`src/rtl/led7seg_pkg.sv`:
```
// Shared definitions for the scanned 7-segment / 74HC595 display driver:
// segment codes (common-anode form), scan FSM states and shift word width.
package led7seg_pkg;

  localparam int WORD_W = 16;

  localparam logic [7:0] SEG_0     = 8'hC0;
  localparam logic [7:0] SEG_1     = 8'hF9;
  localparam logic [7:0] SEG_2     = 8'hA4;
  localparam logic [7:0] SEG_3     = 8'hB0;
  localparam logic [7:0] SEG_4     = 8'h99;
  localparam logic [7:0] SEG_5     = 8'h92;
  localparam logic [7:0] SEG_6     = 8'h82;
  localparam logic [7:0] SEG_7     = 8'hF8;
  localparam logic [7:0] SEG_8     = 8'h80;
  localparam logic [7:0] SEG_9     = 8'h90;
  localparam logic [7:0] SEG_A     = 8'h88;
  localparam logic [7:0] SEG_B     = 8'h83;
  localparam logic [7:0] SEG_C     = 8'hC6;
  localparam logic [7:0] SEG_D     = 8'hA1;
  localparam logic [7:0] SEG_E     = 8'h86;
  localparam logic [7:0] SEG_F     = 8'h8E;
  localparam logic [7:0] SEG_BLANK = 8'hFF;

  typedef enum logic [2:0] {
    ST_IDLE,
    ST_LOAD,
    ST_SHIFT_LO,
    ST_SHIFT_HI,
    ST_LATCH_HI,
    ST_LATCH_LO
  } scan_state_e;

  function automatic logic [7:0] seg_ca(input logic [3:0] code);
    logic [7:0] seg;
    case (code)
      4'h0:    seg = SEG_0;
      4'h1:    seg = SEG_1;
      4'h2:    seg = SEG_2;
      4'h3:    seg = SEG_3;
      4'h4:    seg = SEG_4;
      4'h5:    seg = SEG_5;
      4'h6:    seg = SEG_6;
      4'h7:    seg = SEG_7;
      4'h8:    seg = SEG_8;
      4'h9:    seg = SEG_9;
      4'hA:    seg = SEG_A;
      4'hB:    seg = SEG_B;
      4'hC:    seg = SEG_C;
      4'hD:    seg = SEG_D;
      4'hE:    seg = SEG_E;
      default: seg = SEG_F;
    endcase
    return seg;
  endfunction

endpackage

```
`src/rtl/led7seg_hex_decode.sv`:
```
// Combinational digit-code to segment-byte decoder (bit order DP G F E D C B A),
// with blanking, decimal point and selectable segment polarity.
module led7seg_hex_decode
  import led7seg_pkg::*;
#(
  parameter int HEX_EN       = 0,
  parameter int COMMON_ANODE = 1
) (
  input  logic [3:0] code_i,
  input  logic       dp_i,
  input  logic       blank_i,
  output logic [7:0] seg_o
);

  logic [7:0] seg_ca_w;

  // A blanked digit keeps its decimal point; polarity is applied last.
  always_comb begin
    seg_ca_w = SEG_BLANK;
    if (!blank_i && ((code_i < 4'd10) || (HEX_EN != 0))) begin
      seg_ca_w = seg_ca(code_i);
    end
    if (dp_i) begin
      seg_ca_w[7] = 1'b0;
    end
    seg_o = (COMMON_ANODE != 0) ? seg_ca_w : ~seg_ca_w;
  end

endmodule

```
`src/rtl/led7seg_scan_hc595.sv`:
```
// Multi-digit 7-segment scanner that serialises {seg, sel} words, one digit
// at a time, into two chained 74HC595 registers via SER/SRCLK/RCLK.
module led7seg_scan_hc595
  import led7seg_pkg::*;
#(
  parameter int NUM_DIGITS     = 4,
  parameter int SCLK_DIV       = 2,
  parameter int HEX_EN         = 0,
  parameter int COMMON_ANODE   = 1,
  parameter int SEL_ACTIVE_LOW = 0
) (
  input  logic                    clk,
  input  logic                    rst_n,
  input  logic                    enable,
  input  logic [4*NUM_DIGITS-1:0] digits,
  input  logic [NUM_DIGITS-1:0]   dp,
  input  logic                    blank_lz,
  output logic                    hc_ser,
  output logic                    hc_srclk,
  output logic                    hc_rclk,
  output logic                    frame_done
);

  localparam int IDX_W = (NUM_DIGITS > 1) ? $clog2(NUM_DIGITS) : 1;
  localparam int CNT_W = (SCLK_DIV > 1) ? $clog2(SCLK_DIV) : 1;
  localparam int BIT_W = $clog2(WORD_W);
  localparam logic [IDX_W-1:0] LAST_IDX = IDX_W'(NUM_DIGITS - 1);
  localparam logic [CNT_W-1:0] LAST_CNT = CNT_W'(SCLK_DIV - 1);
  localparam logic [BIT_W-1:0] LAST_BIT = BIT_W'(WORD_W - 1);

  scan_state_e             state_q, state_d;
  logic [IDX_W-1:0]        idx_q, idx_d;
  logic [CNT_W-1:0]        cnt_q, cnt_d;
  logic [BIT_W-1:0]        bit_q, bit_d;
  logic [WORD_W-1:0]       shift_q, shift_d;
  logic [4*NUM_DIGITS-1:0] digits_q, digits_d;
  logic [NUM_DIGITS-1:0]   dp_q, dp_d;
  logic                    blz_q, blz_d;
  logic                    frame_done_q, frame_done_d;

  logic                    use_live;
  logic [4*NUM_DIGITS-1:0] src_digits;
  logic [NUM_DIGITS-1:0]   src_dp;
  logic                    src_blz;
  logic [3:0]              cur_code;
  logic                    cur_dp;
  logic                    lz_blank;
  logic                    leading;
  logic [7:0]              sel_raw;
  logic [7:0]              sel;
  logic [7:0]              seg;
  logic [WORD_W-1:0]       word;
  logic                    div_last;

  // Digit 0's LOAD reads the live inputs (it is the cycle the snapshot is
  // taken); every later digit of the frame reads the snapshot.
  assign use_live   = (state_q == ST_LOAD) && (idx_q == '0);
  assign src_digits = use_live ? digits : digits_q;
  assign src_dp     = use_live ? dp : dp_q;
  assign src_blz    = use_live ? blank_lz : blz_q;

  always_comb begin
    cur_code = 4'd0;
    cur_dp   = 1'b0;
    sel_raw  = 8'd0;
    lz_blank = 1'b0;
    leading  = src_blz;
    for (int k = 0; k < NUM_DIGITS; k++) begin
      if (idx_q == IDX_W'(k)) begin
        cur_code   = src_digits[4*k +: 4];
        cur_dp     = src_dp[k];
        sel_raw[k] = 1'b1;
      end
    end
    // Walk down from the MSD; a digit is leading-zero blank only while every
    // digit at or above it is zero. Digit 0 is never considered.
    for (int k = NUM_DIGITS - 1; k > 0; k--) begin
      if (src_digits[4*k +: 4] != 4'd0) begin
        leading = 1'b0;
      end
      if (idx_q == IDX_W'(k)) begin
        lz_blank = leading;
      end
    end
    sel = (SEL_ACTIVE_LOW != 0) ? ~sel_raw : sel_raw;
  end

  led7seg_hex_decode #(
    .HEX_EN       (HEX_EN),
    .COMMON_ANODE (COMMON_ANODE)
  ) u_decode (
    .code_i  (cur_code),
    .dp_i    (cur_dp),
    .blank_i (lz_blank),
    .seg_o   (seg)
  );

  assign word     = {seg, sel};
  assign div_last = (cnt_q == LAST_CNT);

  always_ff @(posedge clk or negedge rst_n) begin
    if (!rst_n) begin
      state_q      <= ST_IDLE;
      idx_q        <= '0;
      cnt_q        <= '0;
      bit_q        <= '0;
      shift_q      <= '0;
      digits_q     <= '0;
      dp_q         <= '0;
      blz_q        <= 1'b0;
      frame_done_q <= 1'b0;
    end else begin
      state_q      <= state_d;
      idx_q        <= idx_d;
      cnt_q        <= cnt_d;
      bit_q        <= bit_d;
      shift_q      <= shift_d;
      digits_q     <= digits_d;
      dp_q         <= dp_d;
      blz_q        <= blz_d;
      frame_done_q <= frame_done_d;
    end
  end

  always_comb begin
    state_d      = state_q;
    idx_d        = idx_q;
    cnt_d        = cnt_q;
    bit_d        = bit_q;
    shift_d      = shift_q;
    digits_d     = digits_q;
    dp_d         = dp_q;
    blz_d        = blz_q;
    frame_done_d = 1'b0;
    case (state_q)
      ST_IDLE: begin
        idx_d = '0;
        if (enable) begin
          state_d = ST_LOAD;
        end
      end
      ST_LOAD: begin
        shift_d = word;
        cnt_d   = '0;
        bit_d   = '0;
        state_d = ST_SHIFT_LO;
        if (idx_q == '0) begin
          digits_d = digits;
          dp_d     = dp;
          blz_d    = blank_lz;
        end
      end
      ST_SHIFT_LO: begin
        if (div_last) begin
          cnt_d   = '0;
          state_d = ST_SHIFT_HI;
        end else begin
          cnt_d = cnt_q + CNT_W'(1);
        end
      end
      ST_SHIFT_HI: begin
        if (div_last) begin
          cnt_d = '0;
          if (bit_q == LAST_BIT) begin
            state_d = ST_LATCH_HI;
          end else begin
            bit_d   = bit_q + BIT_W'(1);
            shift_d = {shift_q[WORD_W-2:0], 1'b0};
            state_d = ST_SHIFT_LO;
          end
        end else begin
          cnt_d = cnt_q + CNT_W'(1);
        end
      end
      ST_LATCH_HI: begin
        if (div_last) begin
          cnt_d   = '0;
          state_d = ST_LATCH_LO;
        end else begin
          cnt_d = cnt_q + CNT_W'(1);
        end
      end
      ST_LATCH_LO: begin
        if (div_last) begin
          cnt_d        = '0;
          frame_done_d = (idx_q == LAST_IDX);
          if (!enable || (idx_q == LAST_IDX)) begin
            idx_d = '0;
          end else begin
            idx_d = idx_q + IDX_W'(1);
          end
          state_d = enable ? ST_LOAD : ST_IDLE;
        end else begin
          cnt_d = cnt_q + CNT_W'(1);
        end
      end
      default: begin
        state_d = ST_IDLE;
        idx_d   = '0;
      end
    endcase
  end

  // Pins are decoded from the registered state so reset clears them at once.
  always_comb begin
    hc_ser   = 1'b0;
    hc_srclk = 1'b0;
    hc_rclk  = 1'b0;
    case (state_q)
      ST_LOAD:     hc_ser = word[WORD_W-1];
      ST_SHIFT_LO: hc_ser = shift_q[WORD_W-1];
      ST_SHIFT_HI: begin
        hc_ser   = shift_q[WORD_W-1];
        hc_srclk = 1'b1;
      end
      ST_LATCH_HI: hc_rclk = 1'b1;
      default: ;
    endcase
  end

  assign frame_done = frame_done_q;

endmodule

```
`config.mk`:
```
export PLATFORM = sky130hd
export DESIGN_NAME = led7seg_scan_hc595
export DESIGN_NICKNAME = d
export VERILOG_FILES = /design/src/rtl/led7seg_pkg.sv /design/src/rtl/led7seg_hex_decode.sv /design/src/rtl/led7seg_scan_hc595.sv
export SDC_FILE = /design/constraint.sdc
export NUM_CORES = 1
export LEC_CHECK = 0
export BUFFER_PORTS_ARGS = -buffer_cell sky130_fd_sc_hd__buf_4
export CORE_ASPECT_RATIO = 0.75
export CORE_MARGIN = 2
export CORE_UTILIZATION = 63
export DETAILED_ROUTE_END_ITERATION = 6
export GPL_TIMING_DRIVEN = 1
export PLACE_DENSITY = 0.9
export SLEW_MARGIN = 20
export SYNTH_ARGS = -nofsm -noshare
export SYNTH_HDL_FRONTEND = slang
export SYNTH_SLANG_ARGS = --single-unit
```
`constraint.sdc`:
```
create_clock -name clk -period 8.8 [get_ports clk]
set_input_delay 0 -clock clk [delete_from_list [all_inputs] [get_ports clk]]
set_output_delay 0 -clock clk [all_outputs]
set_load 0.03 [all_outputs]
```
# Yosys cells after proc, flatten, opt, wreduce, memory -nomap -nowiden
# Memories as Yosys holds them, arrays and structs flattened.
# Cells that the tools add are included.
[totals]
input_bits = 24
word_cells = 96
ff_bits = 48
output_inout_bits = 4
memories = 1
latch_bits = 0
rom_bits = 112
ramBits = 0
[mem_list]
columns = ["memory", "depth", "width", "rd", "rd_ports_with_merged_regs", "wr", "line_no", "rtl"]
rows = [
  ["(no name shown)", 16, 7, 1, 0, 0, "led7seg_pkg.sv:36", "case (code)"],
]
[classes]
n_mul = 0
n_bitwise = 1
eq_ne = 15
shifts = 0
muxes = 47
reduce_logical = 19
n_addsub = 3
n_lt_le_gt_ge = 1
div = 0
[ops]
columns = ["cell", "n"]
rows = [
  ["16-bit 2-to-1 mux", 3],
  ["16-bit case mux with 2 select lines", 1],
  ["4-bit 2-to-1 mux", 7],
  ["1-bit 2-to-1 mux", 22],
  ["3-bit 2-to-1 mux", 6],
  ["3-bit case mux with 6 select lines", 1],
  ["2-bit inequality test, second input constant", 6],
  ["4-bit nonzero test", 3],
  ["8-bit 2-to-1 mux", 1],
  ["4-bit case mux with 2 select lines", 1],
  ["4-bit OR reduction", 2],
  ["3-bit by 2-bit equality test with 1-bit output, second input constant", 2],
  ["3-bit equality test, second input constant", 2],
  ["5-bit AND reduction", 1],
  ["4-bit by 1-bit adder with 4-bit output, second input constant", 1],
  ["2-bit equality test, second input constant", 2],
  ["4-bit equality test, second input constant", 1],
  ["4-bit < comparator, second input constant", 1],
  ["2-bit 2-to-1 mux", 2],
  ["1-bit case mux with 2 select lines", 2],
  ["2-bit case mux with 2 select lines", 1],
  ["2-bit AND reduction", 2],
  ["2-bit nonzero test", 2],
  ["3-bit by 1-bit equality test with 1-bit output, second input constant", 1],
  ["11 further kinds", 13],
]

# Logic depth before layout (Yosys ltp)
[logic_depth]
depth_word = 13
depth_mapped = 15
mapped_depth_nobuf = 13

# Hierarchy
# From an unflattened synthesis, not the netlist that was laid out.
[hier_totals]
cells_unflattened = 266
hier_area_um2 = 2796.4
[by_module_without_submodules]
columns = ["module", "area_each_um2", "cells_each", "instances", "seq_area_each_um2"]
rows = [
  ["led7seg_scan_hc595", 2518.7, 232, 1, 1201.2],
  ["led7seg_hex_decode", 277.8, 34, 1, 0.0],
]

# Worst setup path before layout
# OpenSTA, ideal clock, no wires.
[synth_path]
path_kind = "flip-flop to flip-flop"
start = "register idx_q[0]"
end = "register shift_q[11]"
period_less_slack_ns = 2.834
arrival_time_ns = 2.713
setup_ns = 0.121
path_stages_with_launch = 15
path_slack_ns = 5.966
cell_sequence = "dfrtp_1 -> inv_1 -> ha_1 -> and4bb_4 -> buf_6 -> buf_4 -> mux2_2 -> a22oi_1 -> inv_1 -> ha_1 -> inv_1 -> o21ai_0 -> a21oi_1 -> o21bai_1 -> a22o_1"
[synth_via]
elab_chain_len = 12
word_cells_on_any_way = 26
cone_classes = "1 x order compare; 3 x eq/ne; 14 x mux; 7 x reduce/logical; 1 x memory"
[synth_lines]
columns = ["item", "line_no", "rtl"]
rows = [
  ["from (decl)", "led7seg_scan_hc595.sv:32", "logic [IDX_W-1:0] idx_q, idx_d;"],
  ["from (signal assigned)", "led7seg_scan_hc595.sv:114", "idx_q <= idx_d;"],
  ["branches (longest 10 deep; another with memory 16 x 7 bit)", "-", ""],
  ["8-bit 2-to-1 mux *", "led7seg_hex_decode.sv:20", "if (!blank_i && ((code_i < 4'd10) || (HEX_EN != 0))) begin"],
  ["16-bit case mux with 2 select lines *", "led7seg_scan_hc595.sv:135", "case (state_q)"],
  ["to (signal assigned)", "led7seg_scan_hc595.sv:117", "shift_q <= shift_d;"],
  ["to (decl)", "led7seg_scan_hc595.sv:35", "logic [WORD_W-1:0] shift_q, shift_d;"],
]
# Every way passes the cells marked *.
# A chain may end at the register's enable or synchronous reset.

# Worst setup path in the final report
# Ends and elaborated chain as after synthesis.

==> metrics.csv <==
stage,metric,value,unit
die,Die Wd,79.8,µm
hold_path,worst hold path stage count,3,
clock_network,H-tree lvl count,2,
critical_path,Worst path depth,13,
clock_network,CTS tree,yes,
logic_synthesis,Post-synth EDFFs,0,
clock_network,clk_lat worst skew,0.31,ns
grt,grt total ovfl,0,
place,number of port buffers,27,
critical_path,critical path arrival,3.50,ns
die,IO Pins,28,
logic_synthesis,Synth area leader,dfrtp_1,
layout,share of cells above drive strength 1,19.4,%
timing,endpoints failing setup,0,
logic_synthesis,"top cells by area, synth","dfrtp_1 (44%), mux2_2 (5.8%), ha_1 (5.1%)",
hold_path,worst hold path class,primary input to flip-flop,
drt,first-pass iteration count of the detailed router,5,
clock_network,clk buf depth,2,
clock_network,"Gates resized, CTS repair",0,
critical_path,CP max FO,30,
drt,Routed Wire Length,6550,µm
clock_network,CTS sink cnt,48,
layout,# diodes,0,
critical_path,Setup crit start kind,flip-flop,
drt,vias post-DR,2308,
logic_synthesis,most common library cells after synthesis,"dfrtp_1 (48), nand2_1 (36), inv_1 (15), o21ai_0 (15)",
logic_synthesis,Cells after Synth,277,
place,GP Congestion,0.896,
power,worst vdd ir,199,µV
timing,RSZ-0062 raised after global routing,no,
clock_network,clock root cell,clkbuf_8,
grt,Top Usage Layer GRT,met2,
logic_synthesis,number of synthesized register bits,48,
timing,Final Hold Vio Count,0,
timing,fin. max-slew vios,0,
timing,Slew headroom,50.6,%
critical_path,"Slowest-stage cell, CP",and4bb_4,
critical_path,crit path cell chain,inv_1 -> ha_1 -> and4bb_4 -> mux2i_1 -> o221ai_1 -> a22oi_1 -> inv_1 -> ha_1 -> inv_1 -> o21ai_0 -> a21oi_1 -> o21bai_1 -> a22o_1,
drt,detail-routed via count per cell,6.17,
grt,initial antenna violation count,0,
logic_synthesis,ys async rst share,100,%
logic_synthesis,"Seq/Total Area, Yosys",44.2,%
layout,fin util,78.8,%
drt,DRC Markers,0,
logic_synthesis,syn nets,312,
timing,clk_skew,0.00781,ns
die,die area,4860,µm²
grt,met1 Track Usage GR,38.2,%
grt,met2 Usage GRT,49.5,%
logic_synthesis,yosys warns,0,
die,Starting Density,66.2,%
die,Die H,60.9,µm
critical_path,R2R depth,13,
timing,final period utilization,37.5,%
logic_synthesis,"Cell Area, Synth",2720,µm²
critical_path,WP buf/inv,3,
logic_synthesis,top-area cell type share of the netlist area,44.2,%
timing,final setup TNS,0,ns
die,Core ar.,4100,µm²
grt,Overall Global Routing Usage,29.4,%
critical_path,CP required,9.00,ns
grt,vias in the first global route,2244,
clock_network,"CTS clk-pin slew, worst paths",0.09,ns
drt,Routed Antenna Nets,0,
power,static leakage,1.49,nW
critical_path,critical path's top delay family,compound AO/OA/AOI/OAI gates,
timing,WHS,0.0274,ns
logic_synthesis,top-count cell post-synth,dfrtp_1,
grt,GRT met3 Usage,5.95,%
critical_path,Max stage delay on crit path,0.59,ns
critical_path,crit end category,flip-flop,
critical_path,Most common cell on crit path,inv_1,
drt,DR WL/cell,17.5,µm
grt,pin count of the biggest net entering global routing,49,
logic_synthesis,Main synth FF type,dfrtp_1,
place,post-DP HPWL,4150,µm
power,power density cells,295,nW/µm²
drt,first-iteration detailed-routing DRC count,190,
logic_synthesis,Synth Area per Inst,9.81,µm²
layout,Layout fillers,252,
status,status,completed,
timing,FMAX,0.303,GHz
layout,area delta synth->final,19.0,%
die,Rows,20,
grt,wire length of the first global-routing pass,10600,µm
critical_path,Setup Crit Path Kind,flip-flop to flip-flop,
timing,post-layout minimum cycle time,3.30,ns
timing,Worst-Margin Slew,0.734,ns
run,max cap viols,0,
logic_synthesis,Synth cell types,52,
clock_network,CTS buffer count,5,
layout,NumNets Final,353,
[registers in the layout, summed over array words and instances, names as in the netlist]
register	flops
bit_q	4
blz_q	1
cnt_q	1
digits_q	16
dp_q	4
frame_done	1
idx_q	2
shift_q	16
state_q	3
[tightest hold or removal path, cell delays in order]
cell and delay, ns:
buf_4 0.09, mux2i_1 0.13, inv_1 0.08
[layout by cell type (no fill, tap or decap), drive strengths merged, types with 3 or more instances in the layout]
| cell type | Yosys | layout |
|---|---|---|
| a21oi | 13 | 13 |
| a211oi | 3 | 3 |
| a31oi | 4 | 4 |
| clkbuf | 11 | 6 |
| o21ai | 19 | 19 |
| nand3 | 10 | 10 |
| mux2 | 18 | 18 |
| buf | 4 | 27 |
| a221oi | 4 | 4 |
| nor2 | 14 | 14 |
| ha | 11 | 11 |
| a21o | 4 | 4 |
| mux2i | 8 | 8 |
| nor3 | 6 | 6 |
| nor2b | 4 | 4 |
| dlygate4sd3 | 0 | 22 |
| nor4 | 5 | 5 |
| xor2 | 3 | 3 |
| nand2 | 36 | 36 |
| dfrtp | 48 | 48 |
| a22oi | 3 | 3 |
| inv | 15 | 15 |
| o31ai | 3 | 3 |
[per-layer routing]
| layer | wire length [µm] | vias to the layer above |
|---|---|---|
| li1 | - | 1077 |
| met1 | 2770 | 1094 |
| met2 | 3130 | 118 |
| met3 | 490 | 19 |
| met4 | 159 | 0 |
| met5 | 0 | - |
[cell type report]
class	count	area [µm²]	share of cell area, %
clock inverters	2	10.0	0.310
repair buffers	49	423	13.1
inverters	15	56.3	1.74
clock buffers	6	82.6	2.55
well taps	55	68.8	2.13
flip-flops and latches	48	1200	37.2
multi-input cells	199	1390	43.0
[through the flow]
stage          instance area, µm²  cells  setup WS [ns]  power, mW
2_1_floorplan                2720    277           5.97      0.691
3_3_place_gp                 2920    344           5.68      0.774
6_report                     3230    374           5.50      0.953
5_1_grt                      3230    374           5.32       1.02
4_1_cts                      3230    374           5.56      0.937
3_5_place_dp                 2920    344           5.58      0.791
[final timing paths]
check / startpoint / endpoint / slack (ns)
max reg2reg: idx_q[0] / shift_q[11] / 5.50
min: digits[14] / digits_q[14] / 0.03
min in group asynchronous: rst_n / dp_q[0] / 0.24
max in group asynchronous: rst_n / digits_q[11] / 8.15
max: idx_q[0] / shift_q[11] / 5.50
min reg2reg: shift_q[7] / shift_q[7] / 0.47
[power by group]
part | total, mW | switching, mW | leakage (nW) | internal [mW]
Clock | 0.139 | 0.0757 | 0.0510 | 0.0629
Sequential | 0.376 | 0.0637 | 0.600 | 0.312
Combinational | 0.438 | 0.250 | 0.841 | 0.188
[logic make-up after synthesis]
kind of cell,synth area share [%]
fa+ha+maj,5.06
compound gates,17.4
flops,44.2
xor+xnor,1.61
buf+inv,4.74
simple gates,16.1
mux,11.0
[repair_timing]
item	4_1_cts	5_1_grt
endpoints found under the hold margin	69	0
buffers inserted	0	0
hold buffers	22	0
Note: power is estimated with default switching activity, not from simulation.
